--- config.mk ---
export PLATFORM = sky130hd
export DESIGN_NAME = frame_buffer_scheduler_flat
export DESIGN_NICKNAME = d
export VERILOG_FILES = /design/src/rtl/frame_buffer_scheduler_if.sv /design/src/rtl/frame_buffer_scheduler.sv /design/src/flat_wrapper.sv
export SDC_FILE = /design/constraint.sdc
export NUM_CORES = 1
export LEC_CHECK = 0
export BUFFER_PORTS_ARGS = -buffer_cell sky130_fd_sc_hd__clkbuf_2
export CAP_MARGIN = 20
export CELL_PAD_IN_SITES_DETAIL_PLACEMENT = 0
export CELL_PAD_IN_SITES_GLOBAL_PLACEMENT = 1
export CORE_ASPECT_RATIO = 1.5
export CORE_MARGIN = 2
export CORE_UTILIZATION = 34
export DETAILED_ROUTE_END_ITERATION = 6
export PLACE_DENSITY_LB_ADDON = 0.1
export SYNTH_ARGS = -nofsm -noshare
export SYNTH_HDL_FRONTEND = slang
export SYNTH_SLANG_ARGS = --single-unit
--- constraint.sdc ---
create_clock -name p_clock -period 2.35 [get_ports p_clock]
set_input_delay 0.47 -clock p_clock [delete_from_list [all_inputs] [get_ports p_clock]]
set_output_delay 0.47 -clock p_clock [all_outputs]
set_load 0.005 [all_outputs]
--- src/rtl/frame_buffer_scheduler_if.sv ---
// Bundle between the frame buffer scheduler and its neighbours. The capture/AXI
// writer and HDMI reader event levels flow in. Buffer selections and statistics
// flow out.
interface frame_buffer_scheduler_if #(
    parameter int CNT_W = 16
);
    logic             enable;
    logic             wr_frame_start;
    logic             wr_frame_end;
    logic             rd_frame_start;
    logic [31:0]      wr_base_addr;
    logic [1:0]       wr_buf_idx;
    logic             wr_active;
    logic [31:0]      rd_base_addr;
    logic [1:0]       rd_buf_idx;
    logic             rd_valid;
    logic [CNT_W-1:0] frames_written;
    logic [CNT_W-1:0] frames_dropped;

    // Side that drives the events and consumes the buffer selections.
    modport master (
        output enable, wr_frame_start, wr_frame_end, rd_frame_start,
        input  wr_base_addr, wr_buf_idx, wr_active,
        input  rd_base_addr, rd_buf_idx, rd_valid,
        input  frames_written, frames_dropped
    );

    // Scheduler side.
    modport slave (
        input  enable, wr_frame_start, wr_frame_end, rd_frame_start,
        output wr_base_addr, wr_buf_idx, wr_active,
        output rd_base_addr, rd_buf_idx, rd_valid,
        output frames_written, frames_dropped
    );
endinterface

--- src/rtl/frame_buffer_scheduler.sv ---
// Triple-buffer scheduler for the DDR frame store.
// Three buffers rotate between the roles W (being written), P (completed,
// waiting for the reader) and R (being displayed). A finished write swaps W
// and P. A reader vsync takes P only when it holds an unread frame, so frames
// are dropped but never torn. All outputs come straight from registers.
module frame_buffer_scheduler #(
    parameter logic [31:0] BASE_ADDR    = 32'h1000_0000,
    parameter logic [31:0] FRAME_STRIDE = 32'h0004_0000,
    parameter int          CNT_W        = 16
) (
    input  logic                      p_clock,
    input  logic                      rst,
    frame_buffer_scheduler_if.slave   bus
);

    typedef enum logic [1:0] {
        ST_IDLE     = 2'd0,
        ST_WAIT_SOF = 2'd1,
        ST_WRITING  = 2'd2
    } state_t;

    localparam logic [CNT_W-1:0] CNT_ONE = {{(CNT_W-1){1'b0}}, 1'b1};
    localparam logic [CNT_W-1:0] CNT_MAX = {CNT_W{1'b1}};

    // Base address of a buffer index. Index 3 never occurs because the roles
    // are always a permutation of 0..2.
    function automatic logic [31:0] addr_of(input logic [1:0] idx);
        logic [31:0] a;
        case (idx)
            2'd0:    a = BASE_ADDR;
            2'd1:    a = BASE_ADDR + FRAME_STRIDE;
            2'd2:    a = BASE_ADDR + (FRAME_STRIDE << 1);
            default: a = BASE_ADDR;
        endcase
        return a;
    endfunction

    state_t           r_state;
    state_t           w_state_nxt;

    logic             r_start_q;
    logic             r_end_q;
    logic             r_rd_q;
    logic             w_ev_start;
    logic             w_ev_end;
    logic             w_ev_rd;

    logic [1:0]       r_w;
    logic [1:0]       r_p;
    logic [1:0]       r_r;
    logic             r_pend_valid;
    logic             r_rd_valid;
    logic             r_wr_active;
    logic [31:0]      r_wr_addr;
    logic [31:0]      r_rd_addr;
    logic [CNT_W-1:0] r_written;
    logic [CNT_W-1:0] r_dropped;

    // Roles after the writer side is applied, before the reader side.
    logic [1:0]       w_w_mid;
    logic [1:0]       w_p_mid;
    logic             w_pend_mid;
    logic             w_drop_inc;
    logic             w_written_inc;

    logic [1:0]       w_r_nxt;
    logic [1:0]       w_p_nxt;
    logic             w_pend_nxt;
    logic             w_rd_valid_nxt;
    logic [CNT_W-1:0] w_written_nxt;
    logic [CNT_W-1:0] w_dropped_nxt;

    // A level held high produces one event, on its first cycle.
    assign w_ev_start = bus.wr_frame_start & ~r_start_q;
    assign w_ev_end   = bus.wr_frame_end   & ~r_end_q;
    assign w_ev_rd    = bus.rd_frame_start & ~r_rd_q;

    // Write FSM next state plus the writer-side role swap. An end is handled
    // before a start in the same cycle, so a back-to-back frame starts on the
    // freshly swapped W.
    always_comb begin
        w_state_nxt   = r_state;
        w_w_mid       = r_w;
        w_p_mid       = r_p;
        w_pend_mid    = r_pend_valid;
        w_drop_inc    = 1'b0;
        w_written_inc = 1'b0;
        case (r_state)
            ST_IDLE: begin
                if (bus.enable) begin
                    w_state_nxt = ST_WAIT_SOF;
                end else begin
                    w_state_nxt = ST_IDLE;
                end
            end
            ST_WAIT_SOF: begin
                if (!bus.enable) begin
                    w_state_nxt = ST_IDLE;
                end else if (w_ev_start) begin
                    w_state_nxt = ST_WRITING;
                end else begin
                    w_state_nxt = ST_WAIT_SOF;
                end
            end
            ST_WRITING: begin
                if (w_ev_end) begin
                    w_w_mid       = r_p;
                    w_p_mid       = r_w;
                    w_pend_mid    = 1'b1;
                    w_written_inc = 1'b1;
                    // An unread pending frame is being overwritten.
                    w_drop_inc    = r_pend_valid;
                    if (w_ev_start) begin
                        w_state_nxt = ST_WRITING;
                    end else if (bus.enable) begin
                        w_state_nxt = ST_WAIT_SOF;
                    end else begin
                        w_state_nxt = ST_IDLE;
                    end
                end else if (w_ev_start) begin
                    // Aborted frame: restart in the same buffer.
                    w_drop_inc  = 1'b1;
                    w_state_nxt = ST_WRITING;
                end else begin
                    // Dropping enable does not abort; wait for the end.
                    w_state_nxt = ST_WRITING;
                end
            end
            default: begin
                w_state_nxt = ST_IDLE;
            end
        endcase
    end

    // Reader side. It acts on the roles the writer side just produced.
    always_comb begin
        w_r_nxt        = r_r;
        w_p_nxt        = w_p_mid;
        w_pend_nxt     = w_pend_mid;
        w_rd_valid_nxt = r_rd_valid;
        if (w_ev_rd && w_pend_mid) begin
            w_r_nxt        = w_p_mid;
            w_p_nxt        = r_r;
            w_pend_nxt     = 1'b0;
            w_rd_valid_nxt = 1'b1;
        end else begin
            // The reader repeats the frame it already holds.
            w_r_nxt        = r_r;
            w_p_nxt        = w_p_mid;
        end
    end

    // Statistics: written wraps, dropped saturates.
    always_comb begin
        w_written_nxt = r_written;
        w_dropped_nxt = r_dropped;
        if (w_written_inc) begin
            w_written_nxt = r_written + CNT_ONE;
        end else begin
            w_written_nxt = r_written;
        end
        if (w_drop_inc && (r_dropped != CNT_MAX)) begin
            w_dropped_nxt = r_dropped + CNT_ONE;
        end else begin
            w_dropped_nxt = r_dropped;
        end
    end

    // Write FSM state register.
    always_ff @(posedge p_clock) begin
        if (rst) begin
            r_state <= ST_IDLE;
        end else begin
            r_state <= w_state_nxt;
        end
    end

    // Edge detectors, roles, registered outputs and counters.
    always_ff @(posedge p_clock) begin
        if (rst) begin
            r_start_q    <= 1'b0;
            r_end_q      <= 1'b0;
            r_rd_q       <= 1'b0;
            r_w          <= 2'd0;
            r_p          <= 2'd1;
            r_r          <= 2'd2;
            r_pend_valid <= 1'b0;
            r_rd_valid   <= 1'b0;
            r_wr_active  <= 1'b0;
            r_wr_addr    <= BASE_ADDR;
            r_rd_addr    <= BASE_ADDR + (FRAME_STRIDE << 1);
            r_written    <= {CNT_W{1'b0}};
            r_dropped    <= {CNT_W{1'b0}};
        end else begin
            r_start_q    <= bus.wr_frame_start;
            r_end_q      <= bus.wr_frame_end;
            r_rd_q       <= bus.rd_frame_start;
            r_w          <= w_w_mid;
            r_p          <= w_p_nxt;
            r_r          <= w_r_nxt;
            r_pend_valid <= w_pend_nxt;
            r_rd_valid   <= w_rd_valid_nxt;
            r_wr_active  <= (w_state_nxt == ST_WRITING);
            r_wr_addr    <= addr_of(w_w_mid);
            r_rd_addr    <= addr_of(w_r_nxt);
            r_written    <= w_written_nxt;
            r_dropped    <= w_dropped_nxt;
        end
    end

    assign bus.wr_base_addr   = r_wr_addr;
    assign bus.wr_buf_idx     = r_w;
    assign bus.wr_active      = r_wr_active;
    assign bus.rd_base_addr   = r_rd_addr;
    assign bus.rd_buf_idx     = r_r;
    assign bus.rd_valid       = r_rd_valid;
    assign bus.frames_written = r_written;
    assign bus.frames_dropped = r_dropped;

endmodule

--- src/flat_wrapper.sv ---
// flat-port wrapper written by rule: the top's interface ports become plain ports
module frame_buffer_scheduler_flat 
#(
    parameter logic [31:0] BASE_ADDR    = 32'h1000_0000,
    parameter logic [31:0] FRAME_STRIDE = 32'h0004_0000,
    parameter int          CNT_W        = 16
)
  (p_clock, rst, bus_enable, bus_wr_frame_start, bus_wr_frame_end, bus_rd_frame_start, bus_wr_base_addr, bus_wr_buf_idx, bus_wr_active, bus_rd_base_addr, bus_rd_buf_idx, bus_rd_valid, bus_frames_written, bus_frames_dropped);
  frame_buffer_scheduler_if #(.CNT_W(CNT_W)) bus_i ();
  input  logic p_clock;
  input  logic rst;
  input wire logic [$bits(bus_i.enable)-1:0] bus_enable;
  input wire logic [$bits(bus_i.wr_frame_start)-1:0] bus_wr_frame_start;
  input wire logic [$bits(bus_i.wr_frame_end)-1:0] bus_wr_frame_end;
  input wire logic [$bits(bus_i.rd_frame_start)-1:0] bus_rd_frame_start;
  output wire logic [$bits(bus_i.wr_base_addr)-1:0] bus_wr_base_addr;
  output wire logic [$bits(bus_i.wr_buf_idx)-1:0] bus_wr_buf_idx;
  output wire logic [$bits(bus_i.wr_active)-1:0] bus_wr_active;
  output wire logic [$bits(bus_i.rd_base_addr)-1:0] bus_rd_base_addr;
  output wire logic [$bits(bus_i.rd_buf_idx)-1:0] bus_rd_buf_idx;
  output wire logic [$bits(bus_i.rd_valid)-1:0] bus_rd_valid;
  output wire logic [$bits(bus_i.frames_written)-1:0] bus_frames_written;
  output wire logic [$bits(bus_i.frames_dropped)-1:0] bus_frames_dropped;
  assign bus_i.enable = bus_enable;
  assign bus_i.wr_frame_start = bus_wr_frame_start;
  assign bus_i.wr_frame_end = bus_wr_frame_end;
  assign bus_i.rd_frame_start = bus_rd_frame_start;
  assign bus_wr_base_addr = bus_i.wr_base_addr;
  assign bus_wr_buf_idx = bus_i.wr_buf_idx;
  assign bus_wr_active = bus_i.wr_active;
  assign bus_rd_base_addr = bus_i.rd_base_addr;
  assign bus_rd_buf_idx = bus_i.rd_buf_idx;
  assign bus_rd_valid = bus_i.rd_valid;
  assign bus_frames_written = bus_i.frames_written;
  assign bus_frames_dropped = bus_i.frames_dropped;
  frame_buffer_scheduler #(.BASE_ADDR(BASE_ADDR), .FRAME_STRIDE(FRAME_STRIDE), .CNT_W(CNT_W)) u_core (.p_clock(p_clock), .rst(rst), .bus(bus_i));
endmodule
==> summary.txt <==
Floorplan
  • Starting Density: 34.5%
  • Core Area: 7510 um2
  • Die area: 8350 um2
  • IO Pins: 108
  • Die Y: 111 um
  • # rows: 39
  • Die W: 75.3 um

Global routing
  • Gr usage total: 12.5%
  • Grt total ovfl: 0
  • Antenna violations before repair: 0
  • Largest net degree at the start of global routing: 32
  • Number of global-route vias before repair: 1707
  • First-pass GRT wire length: 8000 um

Synthesis
  • Number of flops mapped to enable cells by yosys: 0
  • Cell taking the most area after synthesis: dfxtp_1
  • Synth Area in Compound Gates: 4.78%
  • Main combinational cell family by area after synthesis: simple AND/OR/NAND/NOR gates
  • Adder-cell share of the synthesized area: 0.965%
  • Post-synthesis simple-gate area fraction: 24.0%
  • Mean post-synth cell area: 8.70 um2
  • Post-synthesis mux area share: 2.70%
  • Cell Area, Synth: 2590 um2
  • Synth warn: 0
  • Ys async rst share: 0%
  • Top-area cell type share of the netlist area: 38.6%
  • Post-Synth XOR/XNOR Area: 8.78%
  • Most used DFF post-synth: dfxtp_1
  • Synth area leaders: dfxtp_1, buf_4, xnor2_1
  • Yosys cell types: 42
  • Mapped Cells: 298
  • Register bit total from synthesis: 50
  • Sequential fraction of the synthesis area: 38.6%

Placed design
  • Dpl hpwl: 3630 um
  • I/O Buffers: 47
  • RePlAce Congestion: 0.705

Timing
  • # setup viols final: 0
  • Final hold violations: 0
  • Clock Skew: 4.53 ps
  • Worst-margin pin slew: 656 ps
  • Final Cycle Share: 80.0%
  • Setup tns final: 0 ps
  • Slew Limit Headroom: 56.3%
  • Minimum clock period: 1880 ps
  • RSZ-0062 raised after global routing: false
  • Max-slew violation count: 0
  • Fmax: 532 MHz

Power
  • Internal power: 1.37 mW
  • Psw: 0.374 mW
  • Clock power frac: 47.0%
  • Sequential Power Share: 49.2%
  • Final Power: 1.74 mW
  • Pwr Density: 604 nW/um2
  • LEAKAGE: 1.19 nW
  • Combinational fraction of design power: 3.8%
  • Switching share of total power: 21.5%
  • Max VDD drop: 372 uV

Layout
  • Multi-input combinational cell area: 1290 um2
  • P&R area growth vs syn: 11.2%
  • Core Util, Final: 38.4%
  • Final nets: 353
  • Commonest cells after routing, fill and taps aside: conb_1, dfxtp_1, clkbuf_2
  • Filler cell count: 810
  • Commonest non-fill, non-tap cell in the layout: conb_1
  • Share of layout cells above drive strength 1: 19.7%
  • Seq. cell area: 1000 um2
  • Ant. Diodes: 0

Drt
  • Post-route ant nets: 0
  • DR WL met3: 280 um
  • Met2 WL post-DR: 2550 um
  • Drc violations: 0
  • Pre-antenna DRT Iters: 4
  • Initial drt markers: 56
  • Via density: 4.33
  • Vias: 1939
  • M1 WL: 2010 um
  • Top layer in use: met4
  • Post-Route WL: 4940 um
  • Avg WL per Cell: 11.0 um

Clocking
  • Reg clk slew, reported paths: 60 ps
  • Clock buffer depth: 2
  • Hold-fix buffers at CTS: 0
  • TritonCTS clock tree: yes
  • Clock sink total: 50
  • Setup bufs post-CTS: 0
  • Post-CTS sizing: 0
  • Worst-Skew Late Latency: 290 ps
  • H-tree depth: 2
  • CTS Buf Count: 5
  • Clk root buf: clkbuf_16

Setup path
  • Crit path capture type: register
  • CP required: 2530 ps
  • Top fanout value on the critical path: 11
  • Arr. time, crit path: 2060 ps
  • Crit path launch type: register
  • Setup CP Type: reg -> reg

Job
  • Max cap viols: 0

Status
  • Status: finished clean

Min path
  • HP Class: in -> reg
## final timing paths
kind	from	end	slack (ps)	cells past startpoint
max	u_core.bus.frames_dropped[1]$_SDFFE_PP0P_	u_core.bus.frames_dropped[1]$_SDFFE_PP0P_	470	7
min	bus_rd_frame_start	u_core.r_rd_q$_SDFF_PP0_	400	2
max reg2reg	u_core.bus.frames_dropped[1]$_SDFFE_PP0P_	u_core.bus.frames_dropped[1]$_SDFFE_PP0P_	470	7
min reg2reg	u_core.bus.rd_valid$_SDFFE_PP0P_	u_core.bus.rd_valid$_SDFFE_PP0P_	450	2
## worst max-delay path: stages, from the launching register on
cell and delay [ps]:
dfxtp_1 450, ha_1 250, nand4_1 140, nor4_1 370, buf_4 250, nor3_1 100, mux2i_1 170, nor2_1 50
## power groups by stage
| stage | registers (mW) | logic [mW] | clock network (mW) |
|---|---|---|---|
| 2_1_floorplan | 0.876 | 0.123 | 0 |
| 3_3_place_gp | 0.876 | 0.0664 | 0 |
| 3_5_place_dp | 0.876 | 0.0663 | 0 |
| 4_1_cts | 0.856 | 0.0664 | 0.854 |
| 5_1_grt | 0.857 | 0.0800 | 0.884 |
| 6_report | 0.857 | 0.0667 | 0.818 |
## logic make-up after synthesis
| family | count (synthesis) |
|---|---|
| other | 2 |
| adders and majority gates | 2 |
| buffers and inverters | 76 |
| muxes | 7 |
| AOI/OAI and AO/OA | 21 |
| xor gates and xnor gates | 26 |
| DFF | 50 |
| and+or+nand+nor | 114 |
## stage by stage
step                worst slack, ps  std cells  instance area, um2  hold slack, ps
CTS                             435        448                2880             399
finish                          470        448                2880             401
floorplan                       599        356                2810             442
detailed placement              338        440                2720             447
global placement                347        440                2720             450
global route                    302        448                2880             416
## layout make-up
class | count | share of cell area [%]
Sequential cell | 50 | 34.7
Multi-Input combinational cell | 230 | 44.9
Inverter | 6 | 0.781
Timing Repair Buffer | 52 | 9.46
Clock buffer | 5 | 4.34
Tap cell | 102 | 4.43
Clock inverter | 3 | 1.39
## flip-flops by register name, summed over array words and instances (netlist names)
signal	cells
u_core.bus.frames_written	16
u_core.r_pend_valid	1
u_core.bus.rd_base_addr	2
u_core.r_start_q	1
u_core.r_end_q	1
u_core.r_rd_q	1
u_core.r_p	2
u_core.bus.rd_valid	1
u_core.bus.wr_active	1
u_core.bus.rd_buf_idx	2
u_core.bus.wr_buf_idx	2
u_core.bus.frames_dropped	16
u_core.bus.wr_base_addr	2
u_core.r_state	2
## cell usage after synthesis (all sizes together), types with 7 or more instances
library cell / count
nand2: 11
buf: 63
mux2i: 7
nand4: 8
dfxtp: 50
a21oi: 9
nor4: 11
nor2: 37
nand3: 8
xnor2: 23
nor3: 10
clkbuf: 7
## metal layers
| layer | up-vias | global-route usage [%] |
|---|---|---|
| met3 | 5 | 3.64 |
| met5 | - | 0 |
| li1 | 975 | - |
| met2 | 72 | 21.2 |
| met4 | 0 | 5.61 |
| met1 | 887 | 13.8 |
(Power assumes the default switching activity.)
